`src/rtl/uart_tx_fifo.sv`:
```
// Buffered UART transmitter: write strobes are queued in a circular FIFO and
// serialised with configurable baud divisor, data bits, parity and stop bits.
module uart_tx_fifo #(
  parameter int unsigned CLK_FREQ   = 50_000_000,
  parameter int unsigned BAUD       = 115_200,
  parameter int unsigned DATA_WIDTH = 8,
  parameter int unsigned DATA_BITS  = 8,
  parameter int unsigned PARITY     = 0,
  parameter int unsigned STOP_BITS  = 1,
  parameter int unsigned DEPTH      = 16
) (
  input  logic                    sys_clk,
  input  logic                    sys_rst_n,
  input  logic [DATA_WIDTH-1:0]   uart_tx_data,
  input  logic                    uart_tx_en,
  input  logic                    overflow_clr,
  output logic                    fifo_full,
  output logic                    fifo_empty,
  output logic [$clog2(DEPTH):0]  fifo_count,
  output logic                    overflow,
  output logic                    busy,
  output logic                    uart_txd
);

  localparam int unsigned DIV = CLK_FREQ / BAUD;
  localparam int unsigned CW  = $clog2(DIV);
  localparam int unsigned PW  = $clog2(DEPTH);
  localparam int unsigned BW  = (DATA_BITS > 1) ? $clog2(DATA_BITS) : 1;
  localparam int unsigned SW  = (STOP_BITS > 1) ? $clog2(STOP_BITS) : 1;
  localparam bit          HAS_PAR = (PARITY != 0);

  typedef enum logic [2:0] {
    ST_IDLE,
    ST_START,
    ST_DATA,
    ST_PARITY,
    ST_STOP
  } state_e;

  state_e                 state_q, state_d;
  logic [CW-1:0]          baud_q, baud_d;
  logic [BW-1:0]          bit_q, bit_d;
  logic [SW-1:0]          stop_q, stop_d;
  logic [DATA_BITS-1:0]   shift_q, shift_d;
  logic                   par_q, par_d;
  logic                   txd_q, txd_d;
  logic [PW-1:0]          wr_ptr_q, wr_ptr_d;
  logic [PW-1:0]          rd_ptr_q, rd_ptr_d;
  logic [PW:0]            count_q, count_d;
  logic                   ovf_q, ovf_d;
  logic [DATA_BITS-1:0]   mem_q [DEPTH];

  logic                   full;
  logic                   empty;
  logic                   push;
  logic                   pop;
  logic                   baud_done;
  logic [DATA_BITS-1:0]   head;
  logic                   unused_data;

  // Only the low DATA_BITS of each write are ever transmitted.
  assign unused_data = ^uart_tx_data;

  assign full      = (count_q == (PW + 1)'(DEPTH));
  assign empty     = (count_q == '0);
  assign push      = uart_tx_en & ~full;
  assign pop       = (state_q == ST_IDLE) & ~empty;
  assign baud_done = (baud_q == CW'(DIV - 1));
  assign head      = mem_q[rd_ptr_q];

  always_comb begin
    wr_ptr_d = wr_ptr_q;
    rd_ptr_d = rd_ptr_q;
    count_d  = count_q;
    ovf_d    = ovf_q;
    if (push) wr_ptr_d = wr_ptr_q + PW'(1);
    if (pop)  rd_ptr_d = rd_ptr_q + PW'(1);
    case ({push, pop})
      2'b10:   count_d = count_q + (PW + 1)'(1);
      2'b01:   count_d = count_q - (PW + 1)'(1);
      default: count_d = count_q;
    endcase
    // A dropped write outranks a simultaneous clear.
    if (uart_tx_en && full) begin
      ovf_d = 1'b1;
    end else if (overflow_clr) begin
      ovf_d = 1'b0;
    end
  end

  always_comb begin
    state_d = state_q;
    baud_d  = baud_q + CW'(1);
    bit_d   = bit_q;
    stop_d  = stop_q;
    shift_d = shift_q;
    par_d   = par_q;
    txd_d   = txd_q;
    case (state_q)
      ST_IDLE: begin
        baud_d = '0;
        txd_d  = 1'b1;
        if (pop) begin
          state_d = ST_START;
          shift_d = head;
          par_d   = (PARITY == 1) ? ~^head : ^head;
          txd_d   = 1'b0;
          bit_d   = '0;
          stop_d  = '0;
        end
      end
      ST_START: begin
        if (baud_done) begin
          baud_d  = '0;
          state_d = ST_DATA;
          txd_d   = shift_q[0];
          bit_d   = '0;
        end
      end
      ST_DATA: begin
        if (baud_done) begin
          baud_d = '0;
          if (bit_q == BW'(DATA_BITS - 1)) begin
            if (HAS_PAR) begin
              state_d = ST_PARITY;
              txd_d   = par_q;
            end else begin
              state_d = ST_STOP;
              txd_d   = 1'b1;
              stop_d  = '0;
            end
          end else begin
            // shift_q[0] is the bit on the wire, so the next one is at [1].
            shift_d = shift_q >> 1;
            txd_d   = shift_q[1];
            bit_d   = bit_q + BW'(1);
          end
        end
      end
      ST_PARITY: begin
        if (baud_done) begin
          baud_d  = '0;
          state_d = ST_STOP;
          txd_d   = 1'b1;
          stop_d  = '0;
        end
      end
      ST_STOP: begin
        txd_d = 1'b1;
        if (baud_done) begin
          baud_d = '0;
          if (stop_q == SW'(STOP_BITS - 1)) begin
            state_d = ST_IDLE;
          end else begin
            stop_d = stop_q + SW'(1);
          end
        end
      end
      default: begin
        state_d = ST_IDLE;
        baud_d  = '0;
        txd_d   = 1'b1;
      end
    endcase
  end

  always_ff @(posedge sys_clk) begin
    if (push) mem_q[wr_ptr_q] <= uart_tx_data[DATA_BITS-1:0];
  end

  always_ff @(posedge sys_clk or negedge sys_rst_n) begin
    if (!sys_rst_n) begin
      state_q  <= ST_IDLE;
      baud_q   <= '0;
      bit_q    <= '0;
      stop_q   <= '0;
      shift_q  <= '0;
      par_q    <= 1'b0;
      txd_q    <= 1'b1;
      wr_ptr_q <= '0;
      rd_ptr_q <= '0;
      count_q  <= '0;
      ovf_q    <= 1'b0;
    end else begin
      state_q  <= state_d;
      baud_q   <= baud_d;
      bit_q    <= bit_d;
      stop_q   <= stop_d;
      shift_q  <= shift_d;
      par_q    <= par_d;
      txd_q    <= txd_d;
      wr_ptr_q <= wr_ptr_d;
      rd_ptr_q <= rd_ptr_d;
      count_q  <= count_d;
      ovf_q    <= ovf_d;
    end
  end

  assign fifo_full  = full;
  assign fifo_empty = empty;
  assign fifo_count = count_q;
  assign overflow   = ovf_q;
  assign busy       = (state_q != ST_IDLE) | ~empty;
  assign uart_txd   = txd_q;

endmodule

```
`config.mk`:
```
export PLATFORM = sky130hd
export DESIGN_NAME = uart_tx_fifo
export DESIGN_NICKNAME = d
export VERILOG_FILES = /design/src/rtl/uart_tx_fifo.sv
export SDC_FILE = /design/constraint.sdc
export NUM_CORES = 1
export LEC_CHECK = 0
export BUFFER_PORTS_ARGS = -buffer_cell sky130_fd_sc_hd__buf_2
export CORE_UTILIZATION = 60
export CTS_BUF_LIST = sky130_fd_sc_hd__clkbuf_8
export CTS_CLUSTER_DIAMETER = 50
export DETAILED_ROUTE_END_ITERATION = 6
export PLACE_DENSITY_LB_ADDON = 0.3
export SYNTH_ARGS = -nofsm -noshare
export SYNTH_HDL_FRONTEND = slang
export SYNTH_SLANG_ARGS = --single-unit
```
`constraint.sdc`:
```
create_clock -name sys_clk -period 8.4 [get_ports sys_clk]
set_input_delay 2.1 -clock sys_clk [delete_from_list [all_inputs] [get_ports sys_clk]]
set_output_delay 2.1 -clock sys_clk [all_outputs]
set_load 0.01 [all_outputs]
```
[Word-level counts from Yosys, hierarchy flattened]
Memory sizes are Yosys's and may differ from the RTL's.
Index checks and enable logic that the tools add are counted.
Operators by class
  add/subtract/negate cells: 7
  equality and inequality tests: 17
  multiplexer cells: 37
  bitwise gates (word level): 5
  reductions and logical operators: 15
Operators by type and width (number)
  3-bit 2-to-1 mux: 11
  8-bit 2-to-1 mux: 3
  9-bit 2-to-1 mux: 2
  2-bit inequality test (second input constant): 8
  8-bit case mux with 2 select lines: 1
  1-bit 2-to-1 mux: 15
  3-bit case mux with 5 select lines: 1
  5-bit case mux with 2 select lines: 1
  9-bit by 1-bit adder with 9-bit output (second input constant): 1
  9-bit == test (second input constant): 1
  3-bit case mux with 3 select lines: 1
  4-bit by 1-bit adder with 4-bit output (second input constant): 2
  1-bit case mux with 4 select lines: 2
  7-bit AND reduction: 1
  3-bit by 2-bit == test with 1-bit output (second input constant): 2
  3-bit == test (second input constant): 2
  6-bit AND reduction: 1
  2-bit nonzero test: 3
  3-bit nonzero test: 2
  5-bit by 1-bit adder with 5-bit output (second input constant): 1
  5-bit == test (second input constant): 1
  5-bit zero test: 1
  5-bit AND reduction: 1
  5-bit by 1-bit subtractor with 5-bit output (second input constant): 1
  other kinds (14): 16
Storage, ports and cells
  flip-flop bits (word level): 39
  RAM bits: 128
  input port bits: 12
  output and inout bits: 10
  memories: 1
Memory list
  mem_q: depth 16, bits a word 8, read ports 1, clocked after memory_dff 0, write ports 1, line 51  | logic [DATA_BITS-1:0] mem_q [DEPTH];

[Depth between registers and ports, before layout]
Gate-level depths: netlist of the first run.
  depth after elaboration: 5
  mapped depth: 15
  gate-level depth less buffers: 12

[Worst setup path after synthesis of the first run]
OpenSTA, ideal clock, no wires.
  path type: in2reg
  from: in uart_tx_en
  to: reg count_q[4], in the netlist fifo_count[4]
  library setup time: 0.124 ns
  arrival time: 3.705 ns
  setup slack: 4.571 ns
  stages: 12
  path buffers: 2
  path through: and2_1 > buf_2 > inv_1 > ha_1 > clkbuf_1 > xor2_1 > ha_1 > o211ai_1 > a21oi_1 > a31oi_1 > nor2_1 > xnor2_1
On the way
  longest elaborated chain between the ends: 3
RTL lines
  from (decl): line 15  | input logic uart_tx_en,
  1-bit AND (*): line 66  | assign push = uart_tx_en & ~full;
  2-bit by 1-bit == test with 1-bit output / 2-bit == test (equally long branches): line 78  | case ({push, pop})
  5-bit case mux with 2 select lines / 2-bit nonzero test (equally long branches)
  to (signal assigned): line 194  | count_q <= count_d;
  to (decl): line 49  | logic [PW:0] count_q, count_d;
Every way passes the cells marked *; elsewhere a longest branch is shown, timed or not.
A chain may end at the register's enable or synchronous reset.

[Worst setup path after layout of the first run]
  from: reg count_q[1], in the netlist fifo_count[1]
  to: out busy
On the way
  longest elaborated chain between the ends: 3
RTL lines
  5-bit zero test: line 65  | assign empty = (count_q == '0);
  1-bit inverter: line 203  | assign busy = (state_q != ST_IDLE) | ~empty;
  1-bit OR: line 203
  to (decl): line 21  | output logic busy,
No other way between the ends.

==> results of run 1 <==
## flip-flops by register name (all words and copies together) (netlist names)
signal,flops
overflow,1
wr_ptr_q,4
mem_q,128
uart_txd,1
bit_q,3
shift_q,8
baud_q,9
state_q,3
rd_ptr_q,4
fifo_count,5
## critical path, stage by stage, from the launching register on
cell      delay (ns)
dfrtp_1         0.49
nor4_4          0.41
and2_1          0.25
nand2b_1        0.07
buf_2           0.13
## cell usage in the layout, fill, tap and decap left out, types with 3 or more instances in the layout
| cell | count |
|---|---|
| xor2_1 | 8 |
| inv_1 | 13 |
| buf_2 | 21 |
| inv_6 | 3 |
| mux2_2 | 5 |
| dfrtp_1 | 36 |
| o21ai_0 | 5 |
| nor2_1 | 36 |
| mux2i_1 | 4 |
| a21oi_2 | 3 |
| ha_1 | 13 |
| mux4_2 | 32 |
| a22o_1 | 3 |
| o22ai_1 | 12 |
| nand2b_1 | 6 |
| clkbuf_8 | 17 |
| nand2_1 | 16 |
| nand3_1 | 6 |
| xnor2_1 | 11 |
| edfxtp_1 | 128 |
| a21oi_1 | 12 |
| nor2_2 | 3 |
| o211ai_1 | 3 |
| nor3_1 | 11 |
## worst max path at each step
stage                                         start                         to  slack [ns]  depth (start not counted)
after floorplan                          uart_tx_en  fifo_count[4]$_DFFE_PN0P_        4.57                         12
after global placement                   uart_tx_en  fifo_count[4]$_DFFE_PN0P_        4.35                         11
after detailed placement                 uart_tx_en  fifo_count[4]$_DFFE_PN0P_        4.28                         11
after CTS                 fifo_count[1]$_DFFE_PN0P_                       busy        4.47                          4
after global routing      fifo_count[1]$_DFFE_PN0P_                       busy        4.38                          4
final                     fifo_count[1]$_DFFE_PN0P_                       busy        4.50                          4
## logic make-up (layout without fill, tap and decap cells)
| logic type | count (synthesis) | in the layout | share of synthesized area [%] |
|---|---|---|---|
| buffers and inverters | 33 | 64 | 2.62 |
| XOR/XNOR | 19 | 19 | 2.40 |
| flip-flops | 166 | 166 | 69.3 |
| AO/OA/AOI/OAI | 51 | 51 | 5.01 |
| AND/OR/NAND/NOR | 92 | 92 | 6.53 |
| multiplexers | 41 | 41 | 11.8 |
| adder cells (fa/ha/maj) | 13 | 13 | 2.35 |
## routing by layer
layer	GRT usage [%]	vias up	wire, µm
met1	30.5	1811	5190
met3	7.35	19	774
li1	-	1630	-
met2	36.8	128	6230
met4	8.86	0	227
met5	0	-	0
## area by class of cell
class	instances	area, µm²	share of cell area, %
Clock buffer	17	234	3.14
Clock inverter	14	138	1.85
Inverter	10	37.5	0.504
Multi-Input combinational cell	216	1940	26.1
Sequential cell	166	4800	64.4
Tap cell	140	175	2.35
Timing Repair Buffer	23	120	1.61
## power breakdown
| group | switching, µW | internal [µW] |
|---|---|---|
| Sequential | 57.0 | 972 |
| Combinational | 128 | 77.2 |
| Clock | 283 | 260 |
| Total | 469 | 1310 |
## per-stage QoR
stage                     std cells  hold slack [ns]  instance area, µm²  setup slack, ns
after floorplan                 415            0.453                6920             4.57
after global placement          555            0.482                7070             4.35
after detailed placement        555            0.497                7070             4.28
after CTS                       586            0.513                7450             4.47
after global routing            586            0.536                7450             4.38
final                           586            0.506                7450             4.50
==> impl_metrics.tcl, run 1 <==
set metrics [dict create \
    dieArea_um2 12000 \
    cts_buffer_depth 2 \
    crit_path_start_kind "flip-flop" \
    htree_num_levels 4 \
    synth.most_common_cell "edfxtp_1" \
    yosysTopAreaCellShare_pct 55.5 \
    setup_viol 0 \
    reg2reg_from "fifo_count[1]$_DFFE_PN0P_" \
    clock_latency_ns 0.45 \
    power.density_nw_per_um2 239 \
    grt_pass1_wl_um 19300 \
    die_w_um 109 \
    cts_root_buf "clkbuf_8" \
    clock_sinks 166 \
    tns_ns 0 \
    synth_edf_count 128 \
    antenna_cells 0 \
    drc 0 \
    ys_warn_count 0 \
    io_buffers 21 \
    hold_path.class "flip-flop to flip-flop" \
    start_util_pct 62.7 \
    p_total_uw 1780 \
    hold_violations 0 \
    slew_violations 0 \
    viasPerCell 6.12 \
    ys_seq_elements 166 \
    r2r_slack_ns 5.60 \
    cts_tree "built" \
    fin_crit_ns 3.90 \
    rows 38 \
    drt-initial-drc-count 319 \
    r2r-end "fifo_count[4]$_DFFE_PN0P_" \
    worstMarginPinSlew_ns 1.19 \
    synth_nets 440 \
    ir_worst_vdd_mv 0.188 \
    relSlewSlack_pct 20.1 \
    antenna_found_initial 0 \
    grt_start_max_net_pins 39 \
    avgSynthCellArea_um2 16.7 \
    num_vias 3588 \
    drt_pass1_iterations 5 \
    max_freq_mhz 257 \
    whs_endpoint "baud_q[0]$_DFF_PN0_" \
    async_reset_ff_share_pct 22.9 \
    rr_worst_depth 12 \
    final_util_pct 67.5 \
    ant_nets 0 \
    grt_overflow 0 \
    area_growth_pct 7.57 \
    ys_types 48 \
    crit_type "flip-flop to output pin" \
    synth_ff_type "edfxtp_1" \
    fin_nets 459 \
    ys_top_cells_by_count "edfxtp_1 (128), dfrtp_1 (37), nor2_1 (36)" \
    arrival_ns 1.80 \
    detail_route.wl_per_cell_um 21.2 \
    first_global_vias 3566 \
    drive_gt1_share_pct 22.2 \
    post_cts_buffers 0 \
    drv_cap 0 \
    dp_hpwl_um 7970 \
    cts_resized 0 \
    cts_buffers 17 \
    core_area_um2 11000 \
    p_leak_uw 0.00263 \
    worstSetupEndpointType "output pin" \
    syn_area_um2 6920 \
    rsz0062_at_grt "false" \
    required_ns 6.30 \
    status "finished clean" \
    synthTopCellsByArea "edfxtp_1 (56%), dfrtp_1 (13%), mux4_2 (10%), ha_1 (2.3%), nor2_1 (2.0%)" \
    yosysSeqAreaShare_pct 69.3 \
    cts_hold_buf 0 \
    wirelength_um 12400 \
    hp-start "baud_q[0]$_DFF_PN0_" \
    whs_path_depth 1 \
    nFillCells 714 \
    clk_pin_slew_ns 0.08 \
    skew_ns 0.0107 \
    synth_top_area_cell "edfxtp_1" \
    io_pins 22 \
    synth_cells 415 \
    min_period_over_period_pct 46.4 \
    grt_usage_pct 23.3 \
    globalplace.congestion 0.842 \
    die_y_um 109 \
    crit_path_max_fanout 8 \
]
Power figures use the tool's default switching activity.
==> run 2, diff against run 1 <==
CORE_UTILIZATION = 58   (was 60)
clock period = 3.2 ns   (was 8.4 ns; I/O delays follow)
==> impl_metrics.tcl, run 2 (synthesis results as in run 1) <==
set metrics [dict create \
    status "finished clean" \
    clock_latency_ns 0.44 \
    crit_family "simple AND/OR/NAND/NOR gates" \
    grt.met3_usage_pct 5.25 \
    final_common_cell "edfxtp_1" \
    cts_resized 0 \
    post_cts_buffers 0 \
    setup_viol 0 \
    fin_nets 475 \
    relSlewSlack_pct 44.9 \
    rsz0062_at_grt "false" \
    cts_hold_buf 0 \
    clk_pin_slew_ns 0.08 \
    drt-initial-drc-count 286 \
    rows 39 \
    die_y_um 111 \
    skew_ns 0.0121 \
    core_area_um2 11500 \
    io_pins 22 \
    num_vias 3569 \
    p_leak_uw 0.00276 \
    power.density_nw_per_um2 652 \
    htree_num_levels 4 \
    r2r-end "fifo_count[4]$_DFFE_PN0P_" \
    drt_pass1_iterations 4 \
    globalplace.congestion 0.770 \
    hold_path.class "input pin to async pin" \
    r2r_slack_ns 0.33 \
    grt_pass1_wl_um 19200 \
    detail_route.wl_per_cell_um 19.7 \
    wirelength_um 11800 \
    biggestRegsByFlops "mem_q x128, baud_q x9, shift_q x8" \
    cts_root_buf "clkbuf_8" \
    slew_violations 0 \
    dp_hpwl_um 7830 \
    viasPerCell 5.94 \
    arrival_ns 3.21 \
    drc 0 \
    cts_buffer_depth 2 \
    rr_worst_depth 12 \
    drive_gt1_share_pct 25.1 \
    clock_sinks 166 \
    first_global_vias 3634 \
    io_buffers 21 \
    grt_usage_pct 21.3 \
    area_growth_pct 10.9 \
    final_cell_mix "edfxtp_1 (128), nor2_1 (36), dfrtp_1 (36), mux4_2 (32), buf_2 (21)" \
    min_period_over_period_pct 89.8 \
    die_w_um 111 \
    worstMarginPinSlew_ns 0.827 \
    place_area_um2 7210 \
    crit_path_top_delay_cell "dfrtp_1" \
    grtUsageMet2_pct 34.0 \
    cts_tree "built" \
    busiest_layer "met2" \
    required_ns 3.54 \
    crit_path_start_kind "flip-flop" \
    grt_overflow 0 \
    use_met1_pct 29.1 \
    slowest_delay_ns 0.49 \
    ant_nets 0 \
    crit_type "flip-flop to flip-flop" \
    tns_ns 0 \
    reg2reg_from "fifo_count[1]$_DFFE_PN0P_" \
    path_common_cell "ha_1" \
    largest_register_ff_count 128 \
    grt_start_max_net_pins 39 \
    regMostFlops "mem_q" \
    start_util_pct 60.1 \
    max_freq_mhz 348 \
    dieArea_um2 12400 \
    ir_worst_vdd_mv 0.456 \
    nFillCells 776 \
    worstSetupEndpointType "flip-flop" \
    cp_cell_sequence "nor4_4 > nand2_1 > and2_1 > inv_1 > ha_1 > xor2_1 > ha_1 > o211ai_1 > a21oi_1 > a31oi_1 > nor2_1 > xnor2_1" \
    fin_crit_ns 2.87 \
    cts_buffers 17 \
    crit_buf_inv 1 \
    hold_violations 0 \
    final_cell_area_um2 7680 \
    crit_path_max_fanout 9 \
    antenna_found_initial 0 \
    drv_cap 0 \
    antenna_cells 0 \
]
[run 2: changes by cell type in the layout (fill, tap and decap cells not counted)]
cell / change
clkinv_4: -1
buf_4: +15
inv_1: -2
inv_6: -2
clkinv_1: -2
bufinv_16: +5
buf_12: +1
clkinvlp_4: -2
[run 2: cell type report]
class,count,area (µm²),share of cell area [%]
clock inverters,10,231,3.02
inverters,10,37.5,0.489
flip-flops and latches,166,4800,62.5
well taps,143,179,2.33
clock buffers,17,234,3.05
repair buffers,39,253,3.29
multi-input cells,216,1940,25.3
[run 2: layer usage]
layer | wire length, µm | vias to the layer above
met2 | 5810 | 67
met5 | 0 | -
met1 | 5360 | 1840
li1 | - | 1654
met3 | 551 | 8
met4 | 110 | 0
[run 2: metrics by stage]
step                      utilization [%]  instances  setup slack [ns]  total power, µW  hold slack, ns
final                                66.7        601             0.328             5010           0.447
after global routing                 66.7        601            0.0754             5200           0.518
after CTS                            66.7        601             0.359             5060           0.457
after detailed placement             62.6        574             0.371             3310           0.490
after global placement               62.6        574             0.480             3270           0.475
after floorplan                         -        415             0.453             3090           0.453
[run 2: how the worst max path moves through the flow]
stage	startpoint	cells after the start	slack (ns)	end
final	fifo_count[1]$_DFFE_PN0P_	12	0.33	fifo_count[4]$_DFFE_PN0P_
after global routing	fifo_count[1]$_DFFE_PN0P_	12	0.08	fifo_count[4]$_DFFE_PN0P_
after global placement	uart_tx_en	11	0.48	fifo_count[4]$_DFFE_PN0P_
after floorplan	fifo_count[1]$_DFFE_PN0P_	15	0.45	fifo_count[4]$_DFFE_PN0P_
after CTS	fifo_count[1]$_DFFE_PN0P_	12	0.36	fifo_count[4]$_DFFE_PN0P_
after detailed placement	fifo_count[1]$_DFFE_PN0P_	12	0.37	fifo_count[4]$_DFFE_PN0P_
[run 2: worst reg2reg max path: cells and delay by family, from the launching register on]
family          cells  cell delay (ns)
simple gates        4             0.91
compound gates      3             0.45
buf+inv             1             0.12
flops               1             0.49
xor+xnor            2             0.24
fa+ha+maj           2             0.57
[run 2: report_power, final]
group | internal, µW | total, µW | leakage, µW | switching, µW
clock | 1070 | 1750 | 0.000235 | 687
combinational | 232 | 569 | 0.000904 | 337
sequential | 2550 | 2690 | 0.00163 | 139
